==> src/rtl/systolic_job_sched_pkg.sv <==
// Shared types and sizing for the systolic job scheduler.
package systolic_ctrl_pkg;
  localparam int CHUNK_W  = 64;
  localparam int N_CHUNKS = 4;
  localparam int JOB_W    = CHUNK_W * N_CHUNKS;
  localparam int CI_W     = (N_CHUNKS > 1) ? $clog2(N_CHUNKS) : 1;

  typedef enum logic [2:0] {
    ST_IDLE,
    ST_VLD,
    ST_DAT,
    ST_SRC,
    ST_GAP,
    ST_WAIT,
    ST_RESP
  } sched_state_t;
endpackage

==> src/rtl/systolic_job_sched_if.sv <==
// Requester and core-side handshake bundle of the systolic job scheduler.
interface systolic_job_sched_if;
  import systolic_ctrl_pkg::*;

  logic [1:0]         req_valid;
  logic [1:0]         req_ready;
  logic [JOB_W-1:0]   req_data0;
  logic [JOB_W-1:0]   req_data1;
  logic [1:0]         resp_valid;
  logic [1:0]         resp_ready;
  logic [CHUNK_W-1:0] resp_data;
  logic               resp_err;
  logic               core_valid_in;
  logic [CHUNK_W-1:0] core_data_in;
  logic               core_src_valid;
  logic               core_src_ready;
  logic [CHUNK_W-1:0] core_result;
  logic               core_done;

  modport slave (
    input  req_valid, req_data0, req_data1, resp_ready,
    input  core_src_ready, core_result, core_done,
    output req_ready, resp_valid, resp_data, resp_err,
    output core_valid_in, core_data_in, core_src_valid
  );

  modport master (
    output req_valid, req_data0, req_data1, resp_ready,
    output core_src_ready, core_result, core_done,
    input  req_ready, resp_valid, resp_data, resp_err,
    input  core_valid_in, core_data_in, core_src_valid
  );
endinterface

==> src/rtl/systolic_job_sched_rr_arbiter2.sv <==
// Two-way round-robin pick: requester rr wins if it asks, else the other one.
module rr_arbiter2 (
  input  logic [1:0] req,
  input  logic       rr,
  input  logic       en,
  output logic [1:0] grant,
  output logic       win
);
  always_comb begin
    win   = req[rr] ? rr : ~rr;
    grant = 2'b00;
    if (en && (req != 2'b00)) grant[win] = 1'b1;
  end
endmodule

==> src/rtl/systolic_job_sched.sv <==
// Job-level front end for the systolic core: arbitrates, replays chunks, returns result.
// IDLE wait job | VLD valid_in pulse | DAT drive chunk | SRC src handshake | GAP next chunk | WAIT done/timeout | RESP return
module systolic_job_sched
  import systolic_ctrl_pkg::*;
#(
  parameter int TIMEOUT_CYC = 1024
) (
  input  logic clk,
  input  logic reset,
  systolic_job_sched_if.slave bus,
  output logic busy
);
  localparam int TMO_W = (TIMEOUT_CYC > 1) ? $clog2(TIMEOUT_CYC) : 1;
  localparam logic [TMO_W-1:0] TMO_LAST = TMO_W'(TIMEOUT_CYC - 1);
  localparam logic [CI_W-1:0]  CI_LAST  = CI_W'(N_CHUNKS - 1);

  sched_state_t       state, state_nxt;
  logic               rr, owner, win, accept, resp_hs, tmo_hit;
  logic [1:0]         grant;
  logic [JOB_W-1:0]   job_buf;
  logic [CI_W-1:0]    ci;
  logic [TMO_W-1:0]   tmo_cnt;
  logic [CHUNK_W-1:0] data_q, resp_data_q;
  logic               resp_err_q;

  rr_arbiter2 u_arb (
    .req   (bus.req_valid),
    .rr    (rr),
    .en    (state == ST_IDLE),
    .grant (grant),
    .win   (win)
  );

  assign accept  = (grant != 2'b00);
  assign resp_hs = (state == ST_RESP) && bus.resp_ready[owner];
  assign tmo_hit = (tmo_cnt == TMO_LAST);

  always_ff @(posedge clk) begin
    if (reset) state <= ST_IDLE;
    else       state <= state_nxt;
  end

  always_comb begin
    state_nxt = state;
    case (state)
      ST_IDLE: if (accept) state_nxt = ST_VLD;
      ST_VLD:  state_nxt = ST_DAT;
      ST_DAT:  state_nxt = ST_SRC;
      ST_SRC:  if (bus.core_src_ready) state_nxt = (ci == CI_LAST) ? ST_WAIT : ST_GAP;
      ST_GAP:  state_nxt = ST_VLD;
      ST_WAIT: if (bus.core_done || tmo_hit) state_nxt = ST_RESP;
      ST_RESP: if (resp_hs) state_nxt = ST_IDLE;
      default: state_nxt = ST_IDLE;
    endcase
  end

  always_comb begin
    bus.req_ready      = 2'b00;
    bus.resp_valid     = 2'b00;
    bus.core_valid_in  = 1'b0;
    bus.core_src_valid = 1'b0;
    busy               = 1'b1;
    case (state)
      ST_IDLE: begin
        busy          = 1'b0;
        bus.req_ready = grant;
      end
      ST_VLD:  bus.core_valid_in  = 1'b1;
      ST_SRC:  bus.core_src_valid = 1'b1;
      ST_RESP: bus.resp_valid     = owner ? 2'b10 : 2'b01;
      default: ;
    endcase
  end

  assign bus.core_data_in = data_q;
  assign bus.resp_data    = resp_data_q;
  assign bus.resp_err     = resp_err_q;

  always_ff @(posedge clk) begin
    if (reset) begin
      rr          <= 1'b0;
      owner       <= 1'b0;
      job_buf     <= '0;
      ci          <= '0;
      tmo_cnt     <= '0;
      data_q      <= '0;
      resp_data_q <= '0;
      resp_err_q  <= 1'b0;
    end else begin
      if (accept) begin
        owner   <= win;
        job_buf <= win ? bus.req_data1 : bus.req_data0;
        ci      <= '0;
      end
      // chunk is loaded while in VLD so it appears on data_in exactly in DAT
      if (state == ST_VLD) data_q <= job_buf[ci*CHUNK_W +: CHUNK_W];
      if (state == ST_GAP) ci <= ci + CI_W'(1);
      tmo_cnt <= (state == ST_WAIT) ? tmo_cnt + TMO_W'(1) : '0;
      if (state == ST_WAIT) begin
        if (bus.core_done) begin
          resp_data_q <= bus.core_result;
          resp_err_q  <= 1'b0;
        end else if (tmo_hit) begin
          resp_data_q <= '0;
          resp_err_q  <= 1'b1;
        end
      end
      if (resp_hs) rr <= ~owner;
    end
  end
endmodule

==> src/flat_wrapper.sv <==
// flat-port wrapper written by rule: the top's interface ports become plain ports
module systolic_job_sched_flat import systolic_ctrl_pkg::*;
#(
  parameter int TIMEOUT_CYC = 1024
)
  (clk, reset, busy, bus_req_valid, bus_req_data0, bus_req_data1, bus_resp_ready, bus_core_src_ready, bus_core_result, bus_core_done, bus_req_ready, bus_resp_valid, bus_resp_data, bus_resp_err, bus_core_valid_in, bus_core_data_in, bus_core_src_valid);
  systolic_job_sched_if bus_i ();
  input  logic clk;
  input  logic reset;
  output logic busy;
  input wire logic [$bits(bus_i.req_valid)-1:0] bus_req_valid;
  input wire logic [$bits(bus_i.req_data0)-1:0] bus_req_data0;
  input wire logic [$bits(bus_i.req_data1)-1:0] bus_req_data1;
  input wire logic [$bits(bus_i.resp_ready)-1:0] bus_resp_ready;
  input wire logic [$bits(bus_i.core_src_ready)-1:0] bus_core_src_ready;
  input wire logic [$bits(bus_i.core_result)-1:0] bus_core_result;
  input wire logic [$bits(bus_i.core_done)-1:0] bus_core_done;
  output wire logic [$bits(bus_i.req_ready)-1:0] bus_req_ready;
  output wire logic [$bits(bus_i.resp_valid)-1:0] bus_resp_valid;
  output wire logic [$bits(bus_i.resp_data)-1:0] bus_resp_data;
  output wire logic [$bits(bus_i.resp_err)-1:0] bus_resp_err;
  output wire logic [$bits(bus_i.core_valid_in)-1:0] bus_core_valid_in;
  output wire logic [$bits(bus_i.core_data_in)-1:0] bus_core_data_in;
  output wire logic [$bits(bus_i.core_src_valid)-1:0] bus_core_src_valid;
  assign bus_i.req_valid = bus_req_valid;
  assign bus_i.req_data0 = bus_req_data0;
  assign bus_i.req_data1 = bus_req_data1;
  assign bus_i.resp_ready = bus_resp_ready;
  assign bus_i.core_src_ready = bus_core_src_ready;
  assign bus_i.core_result = bus_core_result;
  assign bus_i.core_done = bus_core_done;
  assign bus_req_ready = bus_i.req_ready;
  assign bus_resp_valid = bus_i.resp_valid;
  assign bus_resp_data = bus_i.resp_data;
  assign bus_resp_err = bus_i.resp_err;
  assign bus_core_valid_in = bus_i.core_valid_in;
  assign bus_core_data_in = bus_i.core_data_in;
  assign bus_core_src_valid = bus_i.core_src_valid;
  systolic_job_sched #(.TIMEOUT_CYC(TIMEOUT_CYC)) u_core (.clk(clk), .reset(reset), .bus(bus_i), .busy(busy));
endmodule
==> config.mk <==
export PLATFORM = sky130hd
export DESIGN_NAME = systolic_job_sched_flat
export DESIGN_NICKNAME = d
export VERILOG_FILES = /design/src/rtl/systolic_job_sched_pkg.sv /design/src/rtl/systolic_job_sched_if.sv /design/src/rtl/systolic_job_sched_rr_arbiter2.sv /design/src/rtl/systolic_job_sched.sv /design/src/flat_wrapper.sv
export SDC_FILE = /design/constraint.sdc
export NUM_CORES = 1
export LEC_CHECK = 0
export BUFFER_PORTS_ARGS = -buffer_cell sky130_fd_sc_hd__buf_2
export CAP_MARGIN = 20
export CORE_AREA = 2 2 284 286
export CTS_CLUSTER_SIZE = 24
export DETAILED_ROUTE_END_ITERATION = 7
export DIE_AREA = 0 0 286 288
export PLACE_DENSITY = 0.46
export REMOVE_ABC_BUFFERS = 1
export SYNTH_ARGS = -nofsm -noshare
export SYNTH_HDL_FRONTEND = slang
export SYNTH_SLANG_ARGS = --single-unit
==> constraint.sdc <==
create_clock -name clk -period 2.2 [get_ports clk]
set_input_delay 0.44 -clock clk [delete_from_list [all_inputs] [get_ports clk]]
set_output_delay 0.44 -clock clk [all_outputs]
set_load 0.01 [all_outputs]
# --- Word-level counts from Yosys, hierarchy flattened ---
# Cells that the tools add are included.
totals:
  ff_bits: 402
  in_bits: 584
  word_cells: 70
classes:
  addsub: 2
  magnitude_cmp: 4
  eq_ne: 12
  n_shift: 1
  mux: 27
  bitwise_logic: 3
  n_reduce_logical: 12
op_table:
  columns: ["operator", "count"]
  rows:
  - ["two-way mux 256 bit", 1]
  - ["indexed part select 256 x 9 -> 64 bit", 1]
  - ["two-way mux 64 bit", 2]
  - ["one-hot mux 3 bit (7 select lines)", 1]
  - ["two-way mux 1 bit", 12]
  - ["two-way mux 2 bit", 6]
  - ["two-way mux 3 bit", 4]
  - ["adder 10 x 1 -> 10 bit, second input constant", 1]
  - ["equality test 10 bit, second input constant", 1]
  - ["equality test 3 bit, second input constant", 3]
  - ["nonzero test 2 bit", 4]
  - ["equality test 3 x 2 -> 1 bit, second input constant", 2]
  - ["< comparator 1 x 2 -> 1 bit, second input constant", 3]
  - ["!= test 2 x 1 -> 1 bit, second input constant", 3]
  - ["AND reduction 4 bit", 1]
  - ["equality test 3 x 1 -> 1 bit, second input constant", 1]
  - ["logical AND 1 bit", 3]
  - ["zero test 3 bit", 1]
  - ["inverter 1 bit", 3]
  - ["adder 2 x 1 -> 2 bit, second input constant", 1]
  - ["equality test 2 bit, second input constant", 1]
  - ["!= test 2 bit, second input constant", 1]
  - ["AND reduction 2 bit", 1]
  - ["OR reduction 2 bit", 1]
  - ["3 further kinds", 3]

# --- Logic depth before layout (Yosys ltp) ---
logic_depth:
  ltp_word: 11
  depth_mapped: 8

# --- Modules after synthesis ---
# Synthesis repeated with hierarchy kept, for this count alone.
hier_totals:
  hier_cells: 1753
  hier_area_um2: 17683.2
by_module_without_submodules:
  columns: ["module", "instances", "cells_each", "area_each_um2", "seq_area_each_um2"]
  rows:
  - ["systolic_job_sched", 1, 1747, 17655.7, 8047.7]
  - ["rr_arbiter2", 1, 6, 27.5, 0.0]

# --- Worst setup path before layout ---
# No wires, ideal clock.
synth_timing:
  kind: "reg-to-output"
  startpoint: "reg u_core.state[2]"
  endpoint: "out bus_req_ready[0]"
  arrival_time_ps: 1506
  required_time_ps: 1760
  path_slack_ps: 254
  path_stages_with_launch: 7
  n_path_buf: 3
  cell_sequence: "dfxtp_1 -> or3_1 -> buf_2 -> nor2_8 -> buf_2 -> buf_2 -> and2_1"
synth_via:
  elab_chain_cells: 4
synth_rtl:
  columns: ["item", "line_no", "rtl"]
  rows:
  - ["start: declaration", "systolic_job_sched.sv:17", "sched_state_t state, state_nxt;"]
  - ["start signal: assignment", "systolic_job_sched.sv:40", "else state <= state_nxt;"]
  - ["zero test 3 bit (*)", "systolic_job_sched.sv:29, systolic_job_sched.sv:63", null]
  - ["logical AND 1 bit", "systolic_job_sched_rr_arbiter2.sv:12", "if (en && (req != 2'b00)) grant[win] = 1'b1;"]
  - ["two-way mux 2 bit", "systolic_job_sched_rr_arbiter2.sv:12", null]
  - ["two-way mux 2 bit (*)", "systolic_job_sched.sv:63", "case (state)"]
  - ["end: declaration", "flat_wrapper.sv:18", "output wire logic [$bits(bus_i.req_ready)-1:0] bus_req_ready;"]
# Every way passes the cells marked *; elsewhere a longest branch is shown, timed or not.

# --- Final worst setup path ---
# Same ends and word-level chain as after synthesis.

==> flow_metrics.tcl <==
set metrics [dict create \
    run_status "finished with violations" \
    violations "setup timing" \
    drtPass1Iterations 4 \
    drv_cap 0 \
    grt_max_degree 181 \
    drc 0 \
    grt_pass1_vias 15819 \
    synth.distinct_cells 43 \
    crit_fanout 4 \
    h-tree-depth 2 \
    crit_chain "or3_4 > nor2_8 > buf_12 > and2_4 > buf_6" \
    critPathTopFamily "simple AND/OR/NAND/NOR gates" \
    finalCriticalPeriod_ps 2280 \
    setup_viol 2 \
    hpwl_um 47800 \
    min-delay-start "bus_core_done" \
    wl_per_cell_um 18.2 \
    port_buffers 719 \
    rows 104 \
    fin_skew_ps 17.7 \
    clockRootBuffer "clkbuf_16" \
    hold_depth 2 \
    core-area_um2 79600 \
    reg2reg_depth 7 \
    slew_violations 0 \
    start_util_pct 22.4 \
    synth_edf_count 0 \
    antenna_found_initial 0 \
    area_growth_pct 37.6 \
    required_ps 1760 \
    worstSetupEndpointType "output port" \
    hold_viol 0 \
    postSynthAreaPerCell_um2 10.2 \
    dieArea_um2 82400 \
    pin_count 720 \
    drt_iter0_markers 490 \
    via_count 15780 \
    layout.nets 3020 \
    start_kind "register" \
    critPathKind "register to output port" \
    yosys.area.top_type "dfxtp_1" \
    syn_area_um2 17800 \
    multi_input_area_um2 8910 \
    power_density_nw_per_um2 841 \
    fp.dieH_um 288 \
    synth_cells 1748 \
    relSlewSlack_pct 36.5 \
    grt.total_usage_pct 14.8 \
    fillers 8381 \
    ys_seq_area_share_pct 45.1 \
    arrival_ps 1840 \
    synth_warnings 0 \
    path_buf_inv 2 \
    worstReg2RegStart "u_core.state[2]" \
    grt_overflow 0 \
    cp.depth 5 \
    p_leak_nw 10.9 \
    grt_pass1_wl_um 93900 \
    gp_congestion 0.851 \
    fin_area_um2 24500 \
    layout_common_cells "715 x buf_2, 398 x dfxtp_1, 272 x nor2_1, 256 x mux2i_1, 248 x a211oi_1" \
    drive_gt1_share_pct 39.4 \
    hold_path.class "input port to register" \
    mostFrequentLayoutCell "buf_2" \
    cp-startpoint "u_core.state[2]" \
    fin_ws_ps -77.0 \
    vias_per_cell 4.47 \
    cts.sinks 402 \
    postRouteAntennaNets 0 \
    ir_worst_vdd_uv 391 \
    clock.fmax_mhz 439 \
    ys_ff_latch 402 \
    crit_slowest_cell "or3_4" \
    yosysTopAreaCellShare_pct 45.1 \
    cts_buffer_depth 3 \
    critical_path.max_stage_delay_ps 430 \
    tightestPinTransition_ps 952 \
    rsz0062_at_grt "yes" \
    regArea_um2 8060 \
    async_flop_share_pct 0 \
    cts-buffers-inserted 48 \
    ys_dominant_reg_cell "dfxtp_1" \
    place_ws_ps 93.1 \
    wl_um 64200 \
    post-route-period-util_pct 103 \
    cts_tree "built" \
    synth_area_leaders "dfxtp_1 45%, mux2i_1 14%, a211oi_1 10%" \
    fp.dieW_um 286 \
    clk_pin_slew_worst_paths_ps 60 \
    clock_latency_ps 570 \
    place_area_um2 22700 \
]
[synthesized netlist by cell type (2+ instances only)]
library cell  count
buf_4            15
buf_1             2
clkbuf_1         53
nand2_1         135
buf_6            17
a22o_1           65
xor2_1            5
nand3_1           7
buf_2            79
o21a_1            2
and3b_1           2
a211oi_2         10
mux2i_1         257
nor2_1          273
xnor2_1           2
nor3_1            5
a21oi_1          69
nand4_1           3
or2_2             3
mux4_2           64
a21oi_2           2
inv_1             5
and4_1            2
a211oi_1        248
nand3b_1          2
ha_1              2
dfxtp_1         402
and3_1            2
[timing repair]
| action | CTS | global route |
|---|---|---|
| gates cloned | 1 | 0 |
| gates resized for setup | 13 | 2 |
| hold buffers | 0 | 0 |
| endpoints found under the setup margin | 3 | 5 |
| setup buffers | 7 | 1 |
| pin swaps | 5 | 3 |
[final cells by class]
type | count | share of cell area, %
clock inverters | 18 | 0.785
multi-input cells | 1174 | 36.3
flip-flops and latches | 402 | 32.8
diodes | 1 | 0.0102
repair buffers | 802 | 18.6
clock buffers | 70 | 5.90
well taps | 1060 | 5.41
inverters | 6 | 0.112
[power by group]
group	internal (mW)	total [mW]	switching, mW	leakage (nW)
Sequential	8.10	8.53	0.422	3.31
Clock	4.91	8.14	3.23	0.810
Combinational	1.84	3.96	2.11	6.80
[worst paths after layout]
check                                 to  slack [ps]
max                     bus_req_ready[0]         -80
min                  u_core.bus.resp_err          80
max reg2reg           u_core.job_buf[31]         160
min reg2reg  u_core.bus.core_data_in[14]         450
[layer usage]
layer | track usage (%) | wire (µm)
met5 | 0 | 0
met4 | 4.16 | 1560
met3 | 2.53 | 3580
met2 | 27.9 | 33400
met1 | 16.9 | 25700
[flip-flops by register name, summed over array words and instances, names as in the netlist]
register / flops
u_core.state: 3
u_core.bus.resp_err: 1
u_core.bus.core_data_in: 64
u_core.rr: 1
u_core.owner: 1
u_core.job_buf: 256
u_core.bus.resp_data: 64
u_core.tmo_cnt: 10
u_core.ci: 2
[cells by family after synthesis]
family,after synthesis,synth area share (%)
simple gates,443,9.92
flops,402,45.1
compound gates,401,16.7
mux,321,22.5
buf+inv,172,5.21
xor+xnor,7,0.344
fa+ha+maj,2,0.140
[worst register-to-register path: stages, from the launching register on]
cell      delay, ps
dfxtp_2         320
or3_4           430
nor2_8          120
buf_12          140
buf_4           250
buf_4           380
nor2_1           90
a211oi_1        220
[through the flow]
step | hold WS, ps | util, % | instances | power [mW] | setup TNS [ps]
after floorplan | 426 | - | 1582 | 11.5 | -4839900
after CTS | 17.6 | 30.8 | 3531 | 21.0 | -243
after global placement | 441 | 28.6 | 3435 | 12.5 | 0
after detailed placement | 447 | 28.6 | 3435 | 12.6 | 0
final | 79.9 | 30.8 | 3533 | 20.6 | -140
after global routing | 40.8 | 30.8 | 3532 | 21.7 | -298
(Power assumes the default switching activity.)
